`src/rtl/i2c_pkg.sv`:
```
// Shared definitions for the I2C register master: controller states and
// the result codes reported on resp_err.
package i2c_pkg;

    typedef enum logic [3:0] {
        IDLE,
        LAUNCH,
        DEV_W,
        REG,
        WDATA,
        RSTART,
        DEV_R,
        RDATA,
        STOP_WAIT,
        RESP
    } state_t;

    localparam logic [1:0] ERR_OK      = 2'd0;
    localparam logic [1:0] ERR_NACK    = 2'd1;
    localparam logic [1:0] ERR_ARB     = 2'd2;
    localparam logic [1:0] ERR_TIMEOUT = 2'd3;

endpackage

```
`src/rtl/i2c_timeout.sv`:
```
// Saturating progress watchdog: counts idle cycles while enabled and flags
// expiry on the cycle whose clock edge brings the count to LIMIT.
module i2c_timeout #(
    parameter int LIMIT = 1000000
) (
    input  logic clk_in,
    input  logic reset,
    input  logic clear,
    input  logic enable,
    output logic expired
);

    localparam int W = $clog2(LIMIT + 1);

    logic [W-1:0] count;

    // NOTE: sequential state is only ever assigned with <= so every flop sees pre-edge values.
    always_ff @(posedge clk_in or posedge reset) begin
        if (reset) begin
            count <= '0;
        end else if (clear) begin
            count <= '0;
        end else if (enable && count != W'(LIMIT)) begin
            count <= count + W'(1);
        end
    end

    // Looks one count ahead so the abort lands on the same edge the count reaches LIMIT.
    assign expired = enable && !clear && (count >= W'(LIMIT - 1));

endmodule

```
`src/rtl/i2c_reg_master.sv`:
```
// Register-access front end for an i2c_core: turns one read/write request
// into the DEV/REG/DATA byte sequence and reports a single result code.
module i2c_reg_master
    import i2c_pkg::*;
#(
    parameter int TIMEOUT_CYCLES = 1000000
) (
    input  logic       clk_in,
    input  logic       reset,
    input  logic       req_valid,
    output logic       req_ready,
    input  logic       req_read,
    input  logic [6:0] req_dev_addr,
    input  logic [7:0] req_reg_addr,
    input  logic [7:0] req_wdata,
    output logic       resp_valid,
    output logic [1:0] resp_err,
    output logic [7:0] resp_rdata,
    output logic       transfer_start,
    output logic       transfer_continues,
    output logic       mode,
    output logic [7:0] data_tx,
    input  logic       transfer_ready,
    input  logic       transaction_complete,
    input  logic       nack,
    input  logic       start_err,
    input  logic       arbitration_err,
    input  logic [7:0] data_rx
);

    state_t     state;
    logic       rd;
    logic [6:0] dev;
    logic [7:0] reg_addr;
    logic [7:0] wdata;

    logic wd_enable;
    logic wd_clear;
    logic wd_expired;
    logic abort_arb;
    logic nack_hit;

    assign req_ready = (state == IDLE);
    assign wd_enable = (state != IDLE) && (state != RESP);
    // Every state entry coincides with IDLE or a core progress input, so those alone restart the count.
    assign wd_clear  = !wd_enable || transaction_complete || transfer_ready;
    assign abort_arb = wd_enable && (start_err || arbitration_err);
    assign nack_hit  = transaction_complete && nack && (state inside {DEV_W, REG, WDATA, DEV_R});

    i2c_timeout #(.LIMIT(TIMEOUT_CYCLES)) u_timeout (
        .clk_in  (clk_in),
        .reset   (reset),
        .clear   (wd_clear),
        .enable  (wd_enable),
        .expired (wd_expired)
    );

    // NOTE: the latched request fields are reset as well; they are plain registers, not a memory array.
    always_ff @(posedge clk_in or posedge reset) begin
        if (reset) begin
            state              <= IDLE;
            rd                 <= 1'b0;
            dev                <= '0;
            reg_addr           <= '0;
            wdata              <= '0;
            transfer_start     <= 1'b0;
            transfer_continues <= 1'b0;
            mode               <= 1'b0;
            data_tx            <= '0;
            resp_valid         <= 1'b0;
            resp_err           <= ERR_OK;
            resp_rdata         <= '0;
        end else begin
            resp_valid <= 1'b0;
            if (abort_arb || wd_expired) begin
                transfer_start <= 1'b0;
                if (resp_err == ERR_OK) resp_err <= abort_arb ? ERR_ARB : ERR_TIMEOUT;
                if (!rd) resp_rdata <= '0;
                resp_valid <= 1'b1;
                state      <= RESP;
            end else if (nack_hit) begin
                transfer_start <= 1'b0;
                if (resp_err == ERR_OK) resp_err <= ERR_NACK;
                state <= STOP_WAIT;
            end else begin
                case (state)
                    IDLE: if (req_valid) begin
                        rd                 <= req_read;
                        dev                <= req_dev_addr;
                        reg_addr           <= req_reg_addr;
                        wdata              <= req_wdata;
                        transfer_start     <= 1'b1;
                        transfer_continues <= 1'b1;
                        mode               <= 1'b0;
                        data_tx            <= {req_dev_addr, 1'b0};
                        resp_err           <= ERR_OK;
                        state              <= LAUNCH;
                    end
                    LAUNCH: if (transfer_start && transfer_ready) state <= DEV_W;
                    DEV_W: if (transaction_complete) begin
                        data_tx            <= reg_addr;
                        mode               <= 1'b0;
                        transfer_continues <= !rd;
                        state              <= REG;
                    end
                    REG: if (transaction_complete) begin
                        mode <= 1'b0;
                        if (rd) begin
                            transfer_start     <= 1'b1;
                            data_tx            <= {dev, 1'b1};
                            transfer_continues <= 1'b1;
                            state              <= RSTART;
                        end else begin
                            transfer_start     <= 1'b0;
                            data_tx            <= wdata;
                            transfer_continues <= 1'b0;
                            state              <= WDATA;
                        end
                    end
                    WDATA:  if (transaction_complete) state <= STOP_WAIT;
                    RSTART: if (transaction_complete) state <= DEV_R;
                    DEV_R: if (transaction_complete) begin
                        transfer_start     <= 1'b0;
                        transfer_continues <= 1'b0;
                        mode               <= 1'b1;
                        state              <= RDATA;
                    end
                    // The last read byte is always NACKed by the master, so nack is not an error here.
                    RDATA: if (transaction_complete) begin
                        resp_rdata <= data_rx;
                        state      <= STOP_WAIT;
                    end
                    STOP_WAIT: if (transfer_ready) begin
                        if (!rd) resp_rdata <= '0;
                        resp_valid <= 1'b1;
                        state      <= RESP;
                    end
                    RESP:    state <= IDLE;
                    default: state <= IDLE;
                endcase
            end
        end
    end

endmodule

```
`config.mk`:
```
export PLATFORM = sky130hd
export DESIGN_NAME = i2c_reg_master
export DESIGN_NICKNAME = d
export VERILOG_FILES = /design/src/rtl/i2c_pkg.sv /design/src/rtl/i2c_timeout.sv /design/src/rtl/i2c_reg_master.sv
export SDC_FILE = /design/constraint.sdc
export NUM_CORES = 1
export LEC_CHECK = 0
export CAP_MARGIN = 40
export CELL_PAD_IN_SITES_DETAIL_PLACEMENT = 0
export CELL_PAD_IN_SITES_GLOBAL_PLACEMENT = 1
export CORE_MARGIN = 4
export CORE_UTILIZATION = 28
export DETAILED_ROUTE_END_ITERATION = 16
export PLACE_DENSITY_LB_ADDON = 0.1
export SYNTH_ARGS = -nofsm -noshare
export SYNTH_HDL_FRONTEND = slang
export SYNTH_HIERARCHICAL = 1
export SYNTH_SLANG_ARGS = --single-unit
```
`constraint.sdc`:
```
create_clock -name clk_in -period 3 [get_ports clk_in]
set_input_delay 0.6 -clock clk_in [delete_from_list [all_inputs] [get_ports clk_in]]
set_output_delay 0.6 -clock clk_in [all_outputs]
set_load 0.005 [all_outputs]
```
## Word-level counts from Yosys, hierarchy flattened

Index checks and enable logic that the tools add are counted.

- Register bits after elaboration: 70
- Word-level logic and storage cells: 130
- Output and inout bits: 23
- Bits of input ports: 40

- $add $sub $neg: 1
- Order comparisons: 1
- Reductions and logical operators: 37
- Multiplexer cells: 48
- Bitwise logic cells: 2
- Equality and inequality tests: 28

Operator list:

| kind | count |
|---|---|
| two-way mux 8 bit | 9 |
| two-way mux 20 bit | 2 |
| two-way mux 4 bit | 10 |
| case mux 4 bit (8 select lines) | 1 |
| case mux 8 bit (3 select lines) | 1 |
| adder 20 x 1 -> 20 bit, second input constant | 1 |
| >= comparator 20 bit, second input constant | 1 |
| != test 20 bit, second input constant | 1 |
| == test 4 x 3 -> 1 bit, second input constant | 4 |
| != test 4 bit, second input constant | 4 |
| case mux 8 bit (2 select lines) | 1 |
| AND reduction 4 bit | 4 |
| two-way mux 1 bit | 15 |
| nonzero test 3 bit | 5 |
| two-way mux 2 bit | 6 |
| != test 4 x 3 -> 1 bit, second input constant | 3 |
| AND reduction 6 bit | 2 |
| nonzero test 4 bit | 3 |
| == test 4 x 2 -> 1 bit, second input constant | 2 |
| logical AND 1 bit | 8 |
| != test 2 x 1 -> 1 bit, second input constant | 4 |
| != test 2 bit, second input constant | 4 |
| AND reduction 8 bit | 1 |
| AND reduction 7 bit | 1 |
| other kinds (15) | 24 |

## Logic depth before layout (Yosys ltp)

Gate-level depths: netlist (run 1).

- Word-level depth: 11
- Mapped depth: 14
- Gate-level depth less buffers: 11

## Modules after synthesis

Netlist (run 1), hierarchy kept.

By module, submodules not included:

| module | area each (um^2) | sequential area each (um^2) | cells an instance | instances |
|---|---|---|---|---|
| i2c_reg_master | 2,558.7 | 1,251.2 | 230 | 1 |
| i2c_timeout | 1,171.1 | 500.5 | 123 | 1 |

## Worst setup path after synthesis (run 1)

No wires, ideal clock.

- Path kind: register to register
- Start: register state[1]
- End: register state[1]
- Data arrival time: 3.161 ns
- Data required time: 2.931 ns
- Clock period less this slack: 3.230 ns
- Setup time: 0.069 ns
- Slack: -0.230 ns
- Cell stages (with the launch flop): 13
- Buffers on the path: 2
- Cells stage by stage: dfrtp_1 > buf_2 > clkbuf_1 > nor2_1 > and2_1 > or3_1 > or4_1 > a21oi_1 > nor3_1 > a21o_1 > and2_1 > or4b_1 > nand3_1

- Cells in the longest elaborated chain, start to end: 11
- Elaborated cells on any way between the ends: 35
- Classes of those cells: eq/ne: 17; mux: 3; reduce/logical: 15

RTL lines:

| what | line | text |
|---|---|---|
| start, declared | i2c_reg_master.sv:31 | `state_t state;` |
| start signal, assigned | i2c_reg_master.sv:61 | `state <= IDLE;` |
| start signal, assigned | i2c_reg_master.sv:80 | `state <= RESP;` |
| start signal, assigned | i2c_reg_master.sv:84 | `state <= STOP_WAIT;` |
| != test 4 bit or nonzero test 4 bit (tied branches) | i2c_reg_master.sv:44 | `assign wd_enable = (state != IDLE) && (state != RESP);` |
| logical AND 1 bit (*) | i2c_reg_master.sv:44 |  |
| zero test 1 bit (*) | i2c_reg_master.sv:46 | `assign wd_clear = !wd_enable \|\| transaction_complete \|\| transfer_ready;` |
| logical OR 1 bit (*) (2 in a row) | i2c_reg_master.sv:46 |  |
| via wd_clear | i2c_reg_master.sv:38 | `logic wd_clear;` |
| zero test 1 bit (*) | i2c_timeout.sv:29 | `assign expired = enable && !clear && (count >= W'(LIMIT - 1));` |
| logical AND 1 bit (*) (2 in a row) | i2c_timeout.sv:29 |  |
| via wd_expired | i2c_reg_master.sv:39 | `logic wd_expired;` |
| logical OR 1 bit (*) | i2c_reg_master.sv:75 | `if (abort_arb \|\| wd_expired) begin` |
| != test 4 bit (no line), or another cell as far along | - |  |
| AND reduction 8 bit (no line) | - |  |

Mark *: on every way through the listed nets, which the timed path passes. The rest lies on a longest branch.
A chain may end at the register's enable or synchronous reset.

## Worst setup path in the final report (run 1)

- Start: input port transfer_ready
- End: register data_tx[4]

- Cells in the longest elaborated chain, start to end: 7

RTL lines:

| what | line | text |
|---|---|---|
| start, declared | i2c_reg_master.sv:23 | `input logic transfer_ready,` |
| logical OR 1 bit | i2c_reg_master.sv:46 |  |
| via wd_clear | i2c_reg_master.sv:38 |  |
| zero test 1 bit | i2c_timeout.sv:29 |  |
| logical AND 1 bit (2 in a row) | i2c_timeout.sv:29 |  |
| via wd_expired | i2c_reg_master.sv:39 |  |
| logical OR 1 bit | i2c_reg_master.sv:75 |  |
| inverter 1 bit (no line) | - |  |
| AND reduction 6 bit (no line) | - |  |
| end signal, assigned | i2c_reg_master.sv:95 | `data_tx <= {req_dev_addr, 1'b0};` |
| end signal, assigned | i2c_reg_master.sv:101 | `data_tx <= reg_addr;` |
| end signal, assigned | i2c_reg_master.sv:110 | `data_tx <= {dev, 1'b1};` |
| end, declared | i2c_reg_master.sv:22 | `output logic [7:0] data_tx,` |

The timed path passes the listed nets, and every way through them passes these cells.

==> metrics.txt, run 1 <==
top_reg_cell synth dfrtp_1; WP data arrival 3150 ps; Slew Viols, Final 0; crit-path most repeated cell a21oi_2; final hold violation count 0; die width 123 µm; launching point of the worst reg2reg path state[0]$_DFFE_PP0P_; CORE AREA 0.0128 mm²; Fmax 342 MHz; largest net degree at the start of global routing 37; grt total ovfl 0; instance count on the critical path 11; Final Critical Period between 2000 and 3000 ps; Sink Count 70; P_leak 0.00220 µW; Skew-Pair Late Insertion Delay 340 ps; mapped cell area 0.00373 mm²; die area about 0.015 mm²; vias 2,981; post-layout util 0.405; Synth area leader dfrtp_1; clk_skew 8.74 ps; register area share after synthesis 0.470; CP Max Fanout 9; #FFs+latches synth 70; Slowest cell on crit path or4_1; kind of critical path in -> reg; total track usage 0.139; CTS tree built; crit-path max cell delay 540 ps; Worst-Margin Slew 563 ps; diode count 0; max-cap viol count 0; Top-Level Pins 63; setup_tns 0 ps; DP Area 0.00483 mm²; Avg Inst Size Synth 10.6 µm²; final worst slack 74.7 ps; Netlist cell types 60; Mapped Cells roughly 350; fin area 0.00519 mm²; end of the critical path data_tx[4]$_DFFE_PP0P_; Initial DRC Count 140; top-count cell post-synth dfrtp_1; FF-to-FF setup slack 130 ps; critical path's top delay family simple AND/OR/NAND/NOR gates; Wirelength per Cell 15.6 µm; pre-CTS WS -249 ps; unrepaired setup endpoints after global routing no; most frequent cells after synthesis 70 x dfrtp_1, 33 x nand2_1, 26 x nor2_1; outcome complete, no violations; initial antenna violation count 0; drt first pass iters 4; crit path launch transfer_ready; final wirelength 9.79 mm; Finish-stage setup viols 0; site row count 41; vias in the first global route 3,076; cells along the critical path clkdlybuf4s50_1 -> or3_4 -> or4_1 -> a21oi_2 -> nor3_2 -> a21oi_2 -> buf_4 -> nor2_4 -> nor4b_4 -> buf_12 -> mux2_2; detailed-route DRC error count 0; PwrDens ~870 mW/mm²; largest cells by area after synthesis dfrtp_1 47%, mux2_1 5.1%, mux2_2 5.1%; share of cells above drive strength 1 0.211; Synthesized Nets 395; Hold WC Path Type reg -> reg; clk slew on worst S/H paths 60 ps; Slew HR 0.624; Tcrit/Tclk final 0.975; VDD IR-drop max 323 µV; number of synthesized flops with an enable pin 0; CTS root buf clkbuf_16; Initial Util 0.291; FILL cells 1,302; Num CTS Buffers 9; post-synth top area share 0.470; H-tree depth 3; Reg-to-Reg End data_tx[4]$_DFFE_PP0P_; CTS Buffer Depth 2; Critical Path End Type flip-flop; Critical Path Source Type input pin; Bufs and invs on worst path 3; Synth async-reset ratio 1.00; synth warn 6; first-pass GRT wire length 16.2 mm; DIE HEIGHT about 120 µm; nets@finish approximately 490; via/cell ratio 4.75; Critical Path RT 3220 ps; post-DP HPWL 6.95 mm; port bufs slightly above 60; placer congestion estimate ~0.80; FF-to-FF path depth 12; post-route ant nets 0; Area Growth Syn to Fin 39.1%
[cells by family after synthesis]
group	count (synthesis)	share of synthesized area
compound gates	71	0.128
flops	70	0.470
fa+ha+maj	2	0.00671
xor+xnor	14	0.0349
simple gates	121	0.189
buf+inv	30	0.0366
mux	45	0.135
[layer usage]
| layer | up-vias | global-route usage | part of all wire |
|---|---|---|---|
| li1 | 1466 | - | - |
| met1 | 1442 | 0.184 | 0.49 |
| met2 | 61 | 0.209 | 0.44 |
| met3 | 12 | 0.0558 | 0.055 |
| met4 | 0 | 0.0388 | 0.014 |
| met5 | - | 0 | 0 |
[worst reg2reg max path: cells and delay by family, from the launching register on]
kind | cells | cell delay (ps)
AOI/OAI and AO/OA | 2 | 320
xor gates and xnor gates | 1 | 150
buffers and inverters | 2 | 300
DFF | 1 | 400
muxes | 1 | 270
and+or+nand+nor | 6 | 1330
[registers in the layout (all words and copies together) (netlist names)]
name and cells:
wdata 8, state 4, transfer_start 1, transfer_continues 1, resp_err 2, mode 1, dev 7, u_timeout/count 20
data_tx 8, reg_addr 8, rd 1, resp_rdata 8, resp_valid 1
[final cells by class]
type                            instances  area (µm²)  area share
Clock inverter                          5        82.6      0.0159
Sequential cell                        70        1750       0.338
Inverter                               11        41.3     0.00796
Tap cell                              172         215      0.0415
Multi-Input combinational cell        253        1860       0.358
Clock buffer                           11         243      0.0468
Timing Repair Buffer                  105        1000       0.193
[what timing repair did]
item / CTS / global route
resized for setup: 0 / 1
pin swaps: 0 / 1
buffers inserted: 1 / 1
hold buffers: 0 / 0
setup endpoints to repair: 2 / 8
[per-stage QoR]
step / power (µW) / hold slack [ps] / cells
after floorplan: 2610 / 452 / 353
after global placement: 3360 / 467 / 608
after detailed placement: 3360 / 473 / 609
after CTS: 4580 / 486 / 626
after global routing: 4860 / 512 / 627
final: 4520 / 482 / 627
[where the power goes]
group,total (µW),internal (µW),switching [µW]
logic,1950,1000,947
clock network,1160,752,409
registers,1410,1230,184
total,4520,2980,1540
[worst min path at each step]
stage / from / to / cells past startpoint
after floorplan: reg_addr[7]$_DFFE_PP0P_ / reg_addr[7]$_DFFE_PP0P_ / 1
after global placement: dev[2]$_DFFE_PP0P_ / dev[2]$_DFFE_PP0P_ / 1
after detailed placement: reg_addr[1]$_DFFE_PP0P_ / reg_addr[1]$_DFFE_PP0P_ / 1
after CTS: reg_addr[1]$_DFFE_PP0P_ / reg_addr[1]$_DFFE_PP0P_ / 1
after global routing: wdata[3]$_DFFE_PP0P_ / wdata[3]$_DFFE_PP0P_ / 1
final: reg_addr[1]$_DFFE_PP0P_ / reg_addr[1]$_DFFE_PP0P_ / 1
[layout by cell type, fill, tap and decap left out, drive strengths merged, types with 8 or more instances in the layout]
cell type and count:
a21oi 14, nand2b 9, nor2 27, clkdlybuf4s50 62, mux2 36, nand2 34
mux2i 9, a22o 8, buf 43, xor2 10, inv 11, nand3 10
dfrtp 70, o21ai 20, clkbuf 11
Note: power is estimated with default switching activity, not from simulation.
==> inputs of run 2 (changes only) <==
CTS_CLUSTER_DIAMETER = 200   (was not set)
==> results of run 2 <==
No change in the layout: final DEF, timing and power equal those of run 1.
